==> config.mk <==
export PLATFORM = sky130hd
export DESIGN_NAME = multicycle_ctrl
export DESIGN_NICKNAME = d
export VERILOG_FILES = /design/src/rtl/multicycle_ctrl_pkg.sv /design/src/rtl/multicycle_ctrl_opcode_class.sv /design/src/rtl/multicycle_ctrl.sv
export SDC_FILE = /design/constraint.sdc
export NUM_CORES = 1
export LEC_CHECK = 0
export ABC_AREA = 1
export BUFFER_PORTS_ARGS = -buffer_cell sky130_fd_sc_hd__buf_2
export CAP_MARGIN = 5
export CORE_MARGIN = 10
export CORE_UTILIZATION = 45
export CTS_CLUSTER_SIZE = 20
export DETAILED_ROUTE_END_ITERATION = 12
export GPL_ROUTABILITY_DRIVEN = 0
export GPL_TIMING_DRIVEN = 0
export PLACE_DENSITY = 0.73
export SLEW_MARGIN = 15
export SYNTH_ARGS = -nofsm -noshare
export SYNTH_HDL_FRONTEND = slang
export SYNTH_SLANG_ARGS = --single-unit
==> constraint.sdc <==
create_clock -name Clk -period 4.31 [get_ports Clk]
set_input_delay 0.2155 -clock Clk [delete_from_list [all_inputs] [get_ports Clk]]
set_output_delay 0.2155 -clock Clk [all_outputs]
set_load 0.03 [all_outputs]
==> src/rtl/multicycle_ctrl_pkg.sv <==
// rtl/multicycle_ctrl_pkg.sv - shared encodings for the multi-cycle RISC-V control FSM
package multicycle_ctrl_pkg;

  // Immediate generator selects, unchanged from the existing datapath codes
  localparam logic [1:0] I_TYPE = 2'b00;
  localparam logic [1:0] S_TYPE = 2'b01;
  localparam logic [1:0] B_TYPE = 2'b10;
  localparam logic [1:0] J_TYPE = 2'b11;

  localparam logic [6:0] OPC_LUI    = 7'b0110111;
  localparam logic [6:0] OPC_AUIPC  = 7'b0010111;
  localparam logic [6:0] OPC_JAL    = 7'b1101111;
  localparam logic [6:0] OPC_JALR   = 7'b1100111;
  localparam logic [6:0] OPC_BRANCH = 7'b1100011;
  localparam logic [6:0] OPC_LOAD   = 7'b0000011;
  localparam logic [6:0] OPC_STORE  = 7'b0100011;
  localparam logic [6:0] OPC_OP_IMM = 7'b0010011;
  localparam logic [6:0] OPC_OP     = 7'b0110011;

  localparam logic [2:0] ST_FETCH   = 3'd0;
  localparam logic [2:0] ST_DECODE  = 3'd1;
  localparam logic [2:0] ST_EXECUTE = 3'd2;
  localparam logic [2:0] ST_MEM     = 3'd3;
  localparam logic [2:0] ST_WB      = 3'd4;
  localparam logic [2:0] ST_HALT    = 3'd5;

  localparam logic [1:0] ALU_ADD    = 2'b00;
  localparam logic [1:0] ALU_BRANCH = 2'b01;
  localparam logic [1:0] ALU_FUNCT  = 2'b10;

  localparam logic [1:0] WB_ALU = 2'b00;
  localparam logic [1:0] WB_MEM = 2'b01;
  localparam logic [1:0] WB_PC4 = 2'b10;
  localparam logic [1:0] WB_IMM = 2'b11;

  typedef enum logic [3:0] {
    CLS_OP,
    CLS_OP_IMM,
    CLS_LOAD,
    CLS_STORE,
    CLS_BRANCH,
    CLS_JAL,
    CLS_JALR,
    CLS_LUI,
    CLS_AUIPC
  } instr_class_t;

endpackage

==> src/rtl/multicycle_ctrl_opcode_class.sv <==
// rtl/multicycle_ctrl_opcode_class.sv - combinational opcode to {imm_sel, class, legal} decode
module opcode_class
  import multicycle_ctrl_pkg::*;
(
  input  logic [6:0]   opcode,
  output logic [1:0]   imm_sel,
  output instr_class_t cls,
  output logic         legal
);

  always_comb begin
    imm_sel = I_TYPE;
    cls     = CLS_OP;
    legal   = 1'b1;
    case (opcode)
      OPC_OP:     cls = CLS_OP;
      OPC_OP_IMM: cls = CLS_OP_IMM;
      OPC_LOAD:   cls = CLS_LOAD;
      OPC_JALR:   cls = CLS_JALR;
      OPC_STORE: begin
        cls     = CLS_STORE;
        imm_sel = S_TYPE;
      end
      OPC_BRANCH: begin
        cls     = CLS_BRANCH;
        imm_sel = B_TYPE;
      end
      OPC_JAL: begin
        cls     = CLS_JAL;
        imm_sel = J_TYPE;
      end
      OPC_LUI: begin
        cls     = CLS_LUI;
        imm_sel = J_TYPE;
      end
      OPC_AUIPC: begin
        cls     = CLS_AUIPC;
        imm_sel = J_TYPE;
      end
      default: legal = 1'b0;
    endcase
  end

endmodule

==> src/rtl/multicycle_ctrl.sv <==
// rtl/multicycle_ctrl.sv - fetch/decode/execute/mem/writeback sequencer for the multi-cycle datapath
module multicycle_ctrl
  import multicycle_ctrl_pkg::*;
#(
  parameter int MEM_TIMEOUT = 255,
  parameter int CNT_W       = 32
) (
  input  logic             Clk,
  input  logic             Reset,
  input  logic [31:0]      Instruction,
  input  logic             Branch_Cond,
  input  logic             Mem_Ready,
  output logic             Mem_Req,
  output logic             Mem_Write,
  output logic             Mem_Addr_Sel,
  output logic             IR_Write,
  output logic             PC_Write,
  output logic             PC_Sel,
  output logic [1:0]       Imm_Sel,
  output logic             ALU_Src_A,
  output logic             ALU_Src_B,
  output logic [1:0]       ALU_Op,
  output logic             Reg_Write,
  output logic [1:0]       WB_Sel,
  output logic             Illegal_Instr,
  output logic             Bus_Error,
  output logic [CNT_W-1:0] Retired_Count
);

  localparam int WAIT_W = $clog2(MEM_TIMEOUT + 1);

  logic [2:0]        state;
  logic [2:0]        state_nxt;
  instr_class_t      cls_q;
  logic [1:0]        dec_imm;
  instr_class_t      dec_cls;
  logic              dec_legal;
  logic [WAIT_W-1:0] wait_cnt;
  logic              timeout;
  logic              unused_instr_bits;

  assign unused_instr_bits = ^Instruction[31:7];

  opcode_class u_opcode_class (
    .opcode  (Instruction[6:0]),
    .imm_sel (dec_imm),
    .cls     (dec_cls),
    .legal   (dec_legal)
  );

  // Fires on the wait cycle that would take the counter to MEM_TIMEOUT; a ready in that cycle wins
  assign timeout = Mem_Req && !Mem_Ready && (wait_cnt == WAIT_W'(MEM_TIMEOUT - 1));

  always_comb begin
    state_nxt = state;
    case (state)
      ST_FETCH: begin
        if (Mem_Ready)    state_nxt = ST_DECODE;
        else if (timeout) state_nxt = ST_HALT;
      end
      ST_DECODE:  state_nxt = dec_legal ? ST_EXECUTE : ST_HALT;
      ST_EXECUTE: begin
        case (cls_q)
          CLS_BRANCH:          state_nxt = ST_FETCH;
          CLS_LOAD, CLS_STORE: state_nxt = ST_MEM;
          default:             state_nxt = ST_WB;
        endcase
      end
      ST_MEM: begin
        if (Mem_Ready)    state_nxt = (cls_q == CLS_STORE) ? ST_FETCH : ST_WB;
        else if (timeout) state_nxt = ST_HALT;
      end
      ST_WB:   state_nxt = ST_FETCH;
      ST_HALT: state_nxt = ST_HALT;
      default: state_nxt = ST_FETCH;
    endcase
  end

  // Outputs are forced low while Reset is high so an in-flight request drops immediately
  always_comb begin
    Mem_Req      = 1'b0;
    Mem_Write    = 1'b0;
    Mem_Addr_Sel = 1'b0;
    IR_Write     = 1'b0;
    PC_Write     = 1'b0;
    PC_Sel       = 1'b0;
    ALU_Src_A    = 1'b0;
    ALU_Src_B    = 1'b0;
    ALU_Op       = ALU_ADD;
    Reg_Write    = 1'b0;
    WB_Sel       = WB_ALU;
    if (!Reset) begin
      case (state)
        ST_FETCH: begin
          Mem_Req  = 1'b1;
          IR_Write = Mem_Ready;
        end
        ST_EXECUTE: begin
          case (cls_q)
            CLS_OP: ALU_Op = ALU_FUNCT;
            CLS_OP_IMM: begin
              ALU_Op    = ALU_FUNCT;
              ALU_Src_B = 1'b1;
            end
            CLS_LOAD, CLS_STORE, CLS_JALR: ALU_Src_B = 1'b1;
            CLS_BRANCH: begin
              ALU_Op    = ALU_BRANCH;
              ALU_Src_A = 1'b1;
              ALU_Src_B = 1'b1;
              PC_Write  = 1'b1;
              PC_Sel    = Branch_Cond;
            end
            CLS_JAL, CLS_AUIPC: begin
              ALU_Src_A = 1'b1;
              ALU_Src_B = 1'b1;
            end
            default: ;
          endcase
        end
        ST_MEM: begin
          Mem_Req      = 1'b1;
          Mem_Addr_Sel = 1'b1;
          Mem_Write    = (cls_q == CLS_STORE);
          PC_Write     = (cls_q == CLS_STORE) && Mem_Ready;
        end
        ST_WB: begin
          Reg_Write = 1'b1;
          PC_Write  = 1'b1;
          case (cls_q)
            CLS_LOAD: WB_Sel = WB_MEM;
            CLS_JAL, CLS_JALR: begin
              WB_Sel = WB_PC4;
              PC_Sel = 1'b1;
            end
            CLS_LUI: WB_Sel = WB_IMM;
            default: WB_Sel = WB_ALU;
          endcase
        end
        default: ;
      endcase
    end
  end

  always_ff @(posedge Clk or posedge Reset) begin
    if (Reset) begin
      state         <= ST_FETCH;
      cls_q         <= CLS_OP;
      Imm_Sel       <= I_TYPE;
      Illegal_Instr <= 1'b0;
      Bus_Error     <= 1'b0;
      Retired_Count <= '0;
      wait_cnt      <= '0;
    end else begin
      state <= state_nxt;
      if (state == ST_DECODE) begin
        cls_q   <= dec_cls;
        Imm_Sel <= dec_imm;
        if (!dec_legal) Illegal_Instr <= 1'b1;
      end
      if (timeout) Bus_Error <= 1'b1;
      if (PC_Write) Retired_Count <= Retired_Count + CNT_W'(1);
      if (Mem_Req && !Mem_Ready && !timeout) wait_cnt <= wait_cnt + WAIT_W'(1);
      else wait_cnt <= '0;
    end
  end

endmodule

==> key figures, run 1 <==
Yosys
  • Synth warn: 0
  • Synth cell types: 30
  • Cells after Synth: 518
  • Synth Area per Inst: 6.536 µm²
  • Ranking of synthesized cells by area: dfrtp_1 38%, nand2_1 27%, nor2_1 9.2%
  • Synthesized area: 3386 µm²
  • Post-synth net total: 557
  • Cell taking the most area after synthesis: dfrtp_1
  • Sequential fraction of the synthesis area: 37.69%
  • Share of the synthesized area in the top cell type: 37.69%
  • FF+latch count, synth: 51

Worst setup path
  • Kind of critical path: reg2out
  • Worst EP required: 4090 ps
  • Crit. Startpoint: cls_q[2]
  • Worst-path cell chain: nor2_1, nand2_1, nor3_2, nor2_2, nor2_8, buf_6, buf_2
  • CP arrival: 1980 ps
  • R2r startpoint: Retired_Count[0]
  • Slowest library cell on the worst path: dfrtp_1
  • CP max FO: 10
  • Crit path launch type: flop
  • Critical Path End Type: primary output
  • CP max stage delay: 420 ps

STA
  • Final worst setup slack: 2114 ps
  • WHS: 114.7 ps
  • TNS Setup: 0 ps
  • Final worst path period share: 50.94%
  • Hold Fails Final Rpt: 0
  • Fin crit period: 2196 ps
  • Unrepaired setup endpoints after global routing: false
  • Slew Viols, Final: 0
  • Layout Skew: 6.926 ps
  • Fmax: 0.4555 GHz
  • Worst-Margin Slew: 674.1 ps
  • Slew margin rel.: 54.99%
  • Final setup fails: 0

Clock network
  • Clock buffer depth: 2
  • CTS tree: built
  • CTS sink cnt: 51
  • CTS root buf: clkbuf_8
  • Post-CTS Setup Bufs: 0
  • CTS Buf Count: 5
  • Post-CTS Resized: 0
  • CTS Hold Bufs: 0
  • Clock slew at reported path FFs: 90 ps
  • CTS HTree Levels: 2
  • Clk_lat worst skew: 310 ps

Finish
  • Most frequent cells in the layout: 244 x nand2_1, 83 x nor2_1, 62 x buf_2, 51 x dfrtp_1, 34 x inv_1
  • Fill count: 761
  • Share of cells above drive strength 1: 15.38%
  • N_diodes: 0
  • Nets@finish: 623
  • Area delta synth->final: 16.00%
  • Most common cell after layout, fill and taps aside: nand2_1

Route
  • Post-route ant nets: 0
  • TritonRoute pass-1 iters: 4
  • WL/cell: 12.24 µm
  • Via/cell ratio: 4.813
  • Initial DRC count: 129
  • Via count: 3,292
  • Residual DRC count: 0
  • Final WL: 8374 µm

GRT
  • Vias in the first global route: 3,222
  • GRT Total Usage: 15.25%
  • Initial antenna violation count: 0
  • First-pass GRT wire length: 14,580 µm
  • Largest net degree at the start of global routing: 31
  • GRT overflow: 0

Power
  • Pwr dens: 207.1 nW/µm²
  • Static Leak: 2.112 nW
  • Maximum vdd drop: 0.1763 mV

Die
  • Core region area: 7292 µm²
  • Die span in y: 106.7 µm
  • Initial Util: 46.43%
  • Die extent in x: 106.7 µm
  • Die area: 11,390 µm²
  • Number of cell rows: 31
  • I/O Pins: 85

Hold path
  • Hold Crit Class: in2async

Place
  • Detail Placement HPWL: 6796 µm
  • DP Worst Slack: 2444 ps
  • Port Buf Inserts: 58

Flow run
  • # Max-Cap Violations: 0

Status
  • Status: finished clean
==> synthesized netlist by cell type <==
master / number
nor2_1: 83
nor3_2: 2
nor3_1: 7
nand3_2: 3
dfrtp_1: 51
nor3b_1: 2
xor2_1: 12
and2_1: 1
a32oi_1: 1
o21ai_2: 1
nor2_8: 1
or2_2: 1
clkinv_1: 1
inv_2: 3
buf_2: 4
inv_1: 35
ha_1: 3
a21oi_1: 7
nand3b_1: 16
and3_1: 1
nor2_2: 5
xnor2_1: 6
o21a_1: 1
o21bai_1: 2
nand4_1: 3
o21ai_0: 1
nand2_1: 244
nand3_1: 16
buf_6: 3
a2bb2oi_1: 2
==> final cells by class <==
type	instances	area [µm²]	area share, %
Buffer	7	53.80	1.370
Clock buffer	8	100.1	2.549
Inverter	39	146.4	3.727
Multi-Input combinational cell	421	1909	48.61
Sequential cell	51	1276	32.49
Tap cell	99	123.9	3.154
Timing Repair Buffer	59	317.8	8.092
==> worst max-delay path, delay by kind of cell, from the launching register on <==
family | cells | cell delay (ps)
flops | 1 | 420
simple gates | 5 | 890
buf+inv | 2 | 360
==> registers in the layout, summed over array words and instances, names as in the netlist <==
name and flops:
wait_cnt 8, Bus_Error 1, state 3, Retired_Count 32, Imm_Sel 2, cls_q 4, Illegal_Instr 1
==> path summary, 6_finish.rpt <==
| kind | to | slack [ps] | cells after the start |
|---|---|---|---|
| worst max-delay path | PC_Write | 2110 | 7 |
| worst min-delay path | Retired_Count[13] | 110 | 2 |
| worst max register to register | Retired_Count[26] | 2450 | 10 |
| worst min register to register | Illegal_Instr | 480 | 2 |
| max in group asynchronous | Retired_Count[12] | 3660 | 3 |
| min in group Clk | state[2] | 230 | 4 |
==> report_power, final <==
group / leakage (nW) / internal [W] / switching [W]
logic: 1.37 / 0.00000844 / 0.0000202
registers: 0.687 / 0.000478 / 0.0000000423
clock network: 0.0515 / 0.000147 / 0.000160
total: 2.11 / 0.000633 / 0.000180
==> per-layer routing <==
metal  global-route usage, %  routed length (µm)  share of wire [%]  up-vias
li1                        -                   -                  -     1732
met1                   17.75                3702                 44     1477
met2                   26.03                3964                 47       73
met3                   4.431                 550                6.6       10
met4                   5.513                 157                1.9        0
met5                       0                   0                  0        -
==> metrics by stage <==
| stage | instance area (µm²) | instances | total power (W) | util, % |
|---|---|---|---|---|
| floorplan | 3386 | 518 | 0.0005044 | - |
| global placement | 3800 | 675 | 0.0005134 | 52.11 |
| detailed placement | 3827 | 676 | 0.0005176 | 52.49 |
| CTS | 3928 | 684 | 0.0008237 | 53.86 |
| global route | 3928 | 684 | 0.0008447 | 53.86 |
| finish | 3928 | 684 | 0.0008136 | 53.86 |
==> cell families after synthesis <==
| group | count (synthesis) | synth area share, % |
|---|---|---|
| AO/OA/AOI/OAI | 15 | 2.882 |
| XOR/XNOR | 18 | 4.656 |
| adder cells (fa/ha/maj) | 3 | 1.109 |
| buffers and inverters | 46 | 5.913 |
| flip-flops | 51 | 37.69 |
| AND/OR/NAND/NOR | 385 | 47.75 |
Power figures use the tool's default switching activity.
==> run 2, diff against run 1 <==
--- a/config.mk
+++ b/config.mk
@@ -5,7 +5,7 @@
 export SDC_FILE = /design/constraint.sdc
 export NUM_CORES = 1
 export LEC_CHECK = 0
-export ABC_AREA = 1
+export ABC_AREA = 0
 export BUFFER_PORTS_ARGS = -buffer_cell sky130_fd_sc_hd__buf_2
 export CAP_MARGIN = 5
 export CORE_MARGIN = 10
@@ -14,7 +14,7 @@
 export DETAILED_ROUTE_END_ITERATION = 12
 export GPL_ROUTABILITY_DRIVEN = 0
 export GPL_TIMING_DRIVEN = 0
-export PLACE_DENSITY = 0.73
+export PLACE_DENSITY = 0.75
 export SLEW_MARGIN = 15
 export SYNTH_ARGS = -nofsm -noshare
 export SYNTH_HDL_FRONTEND = slang
==> constraint.sdc (replaced) <==
create_clock -name Clk -period 2.3 [get_ports Clk]
set_input_delay 0.115 -clock Clk [delete_from_list [all_inputs] [get_ports Clk]]
set_output_delay 0.115 -clock Clk [all_outputs]
set_load 0.03 [all_outputs]
==> key figures, run 2 <==
Yosys
  • Cells after Synth: 300
  • Ys async rst share: 100.0%
  • Most common cell in the synthesized netlist: dfrtp_1
  • Synth warn: 0
  • Most frequent cells after synthesis: 51 x dfrtp_1, 34 x nor2_1, 32 x xor2_1, 26 x nand2_1, 21 x nand3_1
  • Compound-cell area share of the yosys netlist: 9.218%
  • Share of the synthesized area in the top cell type: 45.86%
  • Largest family of logic cells by synthesized area: simple AND/OR/NAND/NOR gates
  • FF+latch count, synth: 51
  • Proportion of synthesized area in mux cells: 0.4047%
  • Area share of and/or/nand/nor cells after synthesis: 27.16%
  • Synth cell types: 43
  • Post-synth net total: 339
  • Cell taking the most area after synthesis: dfrtp_1
  • Synth Area per Inst: 9.276 µm²
  • Post-synthesis adder-cell area fraction: 1.349%
  • Synthesized area: 2783 µm²
  • Synth Area in XOR/XNOR: 12.59%
  • Number of flops mapped to enable cells by yosys: 0
  • Dominant synthesized flop cell: dfrtp_1
  • Ranking of synthesized cells by area: dfrtp_1 46%, xor2_1 10%, nor2_1 4.6%
  • Sequential fraction of the synthesis area: 45.86%

Hold path
  • Hold Startpoint: Instruction[3]
  • Worst hold path cell count: 2
  • Hold Crit Class: in2reg
  • Hold Crit Endpoint: cls_q[3]

Worst setup path
  • Critical Path End Type: flop
  • Critical R2R Capture: Retired_Count[28]
  • R2r startpoint: cls_q[0]
  • Worst-path cell chain: buf_2, or4b_4, o21ai_4, o2111ai_2, or3_1, xnor2_1
  • Critical path's top delay family: simple AND/OR/NAND/NOR gates
  • R2R cell count: 6
  • CP arrival: 2420 ps
  • Worst Path Buf+Inv: 1
  • Slowest library cell on the worst path: or4b_4
  • Worst EP required: 2490 ps
  • Worst R2R Setup Slack: 70 ps
  • CP max stage delay: 580 ps
  • Kind of critical path: reg2reg
  • CP max FO: 10
  • Crit path launch type: flop

Clock network
  • CTS Buf Count: 5
  • CTS HTree Levels: 2
  • CTS tree: built
  • Clk_lat worst skew: 300 ps
  • Clock slew at reported path FFs: 90 ps
  • CTS root buf: clkbuf_8
  • CTS sink cnt: 51
  • Clock buffer depth: 2

STA
  • Fin crit period: 2230 ps
  • Layout Skew: 5.883 ps
  • Worst-Margin Slew: 574.0 ps
  • Final setup fails: 0
  • Final worst path period share: 96.95%
  • Hold Fails Final Rpt: 0
  • Unrepaired setup endpoints after global routing: true
  • Fmax: 0.4485 GHz
  • Slew margin rel.: 61.70%
  • WHS: 107.1 ps
  • Slew Viols, Final: 0

Route
  • Residual DRC count: 0
  • Final WL: 6519 µm
  • Via count: 2,423
  • Initial DRC count: 69
  • Post-route ant nets: 0
  • TritonRoute pass-1 iters: 4
  • Via/cell ratio: 5.532
  • WL/cell: 14.88 µm

Die
  • I/O Pins: 85
  • Die area: 9729 µm²
  • Die extent in x: 98.64 µm
  • Core region area: 5956 µm²
  • Die span in y: 98.64 µm
  • Number of cell rows: 28
  • Initial Util: 46.72%

Finish
  • Nets@finish: 401
  • Seq. cell area: 1276 µm²
  • Top reg by flops: Retired_Count
  • Fill count: 565
  • N_diodes: 0
  • Multi-input logic area: 1446 µm²
  • Most frequent cells in the layout: 58 x buf_2, 51 x dfrtp_1, 33 x nor2_1, 32 x xor2_1, 26 x nand2_1
  • Final instance area: 3313 µm²
  • Most common cell after layout, fill and taps aside: buf_2
  • Area delta synth->final: 19.06%
  • Largest regs: Retired_Count (32), wait_cnt (8), cls_q (4)
  • Largest register FFs: 32
  • Share of cells above drive strength 1: 22.04%

GRT
  • First-pass GRT wire length: 10,900 µm
  • Vias in the first global route: 2,332
  • GRT Total Usage: 13.22%
  • GRT overflow: 0
  • Largest net degree at the start of global routing: 28
  • Initial antenna violation count: 0

Power
  • Part of the power in the clock network: 25.3%
  • Pint: 0.001444 W
  • Maximum vdd drop: 0.3283 mV
  • Sw power: 0.0008037 W
  • Switch share: 35.76%
  • Static Leak: 1.665 nW
  • Comb pwr share: 28.1%
  • Pwr dens: 678.4 nW/µm²
  • Sequential Power Share: 46.6%

Status
  • Status: finished clean

Place
  • Port Buf Inserts: 54
  • Detail Placement HPWL: 4950 µm
  • Placed standard-cell area: 3167 µm²

Flow run
  • # Max-Cap Violations: 0
## run 2: how the worst max path moves through the flow
stage | start | to | slack (ps) | cells after the start
after floorplan | state[1] | WB_Sel[0] | 90 | 2
after global placement | Retired_Count[2] | Retired_Count[28] | -100 | 5
after detailed placement | Retired_Count[3] | Retired_Count[28] | -150 | 5
after CTS | state[1] | PC_Sel | 40 | 7
after global routing | cls_q[0] | Retired_Count[19] | -4 | 6
final | cls_q[0] | Retired_Count[28] | 70 | 6
## run 2: per-layer routing
metal  part of all wire, %  track usage [%]
met1                    44            15.82
met5                     0                0
met4                   1.5            4.631
met3                   6.6            3.771
met2                    48            22.14
## run 2: repair_timing
item / 4_1_cts / 5_1_grt
hold buffers: 1 / 0
endpoints found under the hold margin: 13 / 0
gates resized for setup: 3 / 5
setup buffers: 0 / 0
setup endpoints to repair: 3 / 10
## run 2: per-stage QoR
step | setup slack [ps] | total power (W) | util (%) | TNS (ps) | std cells
after floorplan | 88.68 | 0.001515 | - | 0 | 300
after global placement | -97.18 | 0.001672 | 52.84 | -97.18 | 429
after detailed placement | -150.7 | 0.001691 | 53.17 | -186.8 | 430
after CTS | 42.81 | 0.002272 | 55.38 | 0 | 439
after global routing | -3.582 | 0.002391 | 55.63 | -6.892 | 438
final | 70.19 | 0.002248 | 55.63 | 0 | 438
## run 2: final cells by class
type,instances,area share (%)
clock buffer,7,2.908
multi-input combinational,225,43.66
clock inverter,1,0.2266
timing repair buffer,56,9.063
sequential,51,38.52
buffer,14,1.775
inverter,9,1.020
tap,75,2.832
## run 2: cells by family after synthesis
group | Yosys count
AND/OR/NAND/NOR | 145
flip-flops | 51
XOR/XNOR | 40
AO/OA/AOI/OAI | 36
buffers and inverters | 24
adder cells (fa/ha/maj) | 3
multiplexers | 1
## run 2: worst reg2reg max path: cells and delay by family, from the launching register on
kind | cells | cell delay [ps]
simple gates | 2 | 1000
xor+xnor | 1 | 140
flops | 1 | 380
buf+inv | 1 | 190
compound gates | 2 | 420
## run 2: power groups by stage
stage	logic (W)	registers [W]	clock network, W
floorplan	0.000385	0.00113	0
global placement	0.000611	0.00106	0
detailed placement	0.000629	0.00106	0
CTS	0.000636	0.00105	0.000590
global route	0.000700	0.00106	0.000629
finish	0.000632	0.00105	0.000568
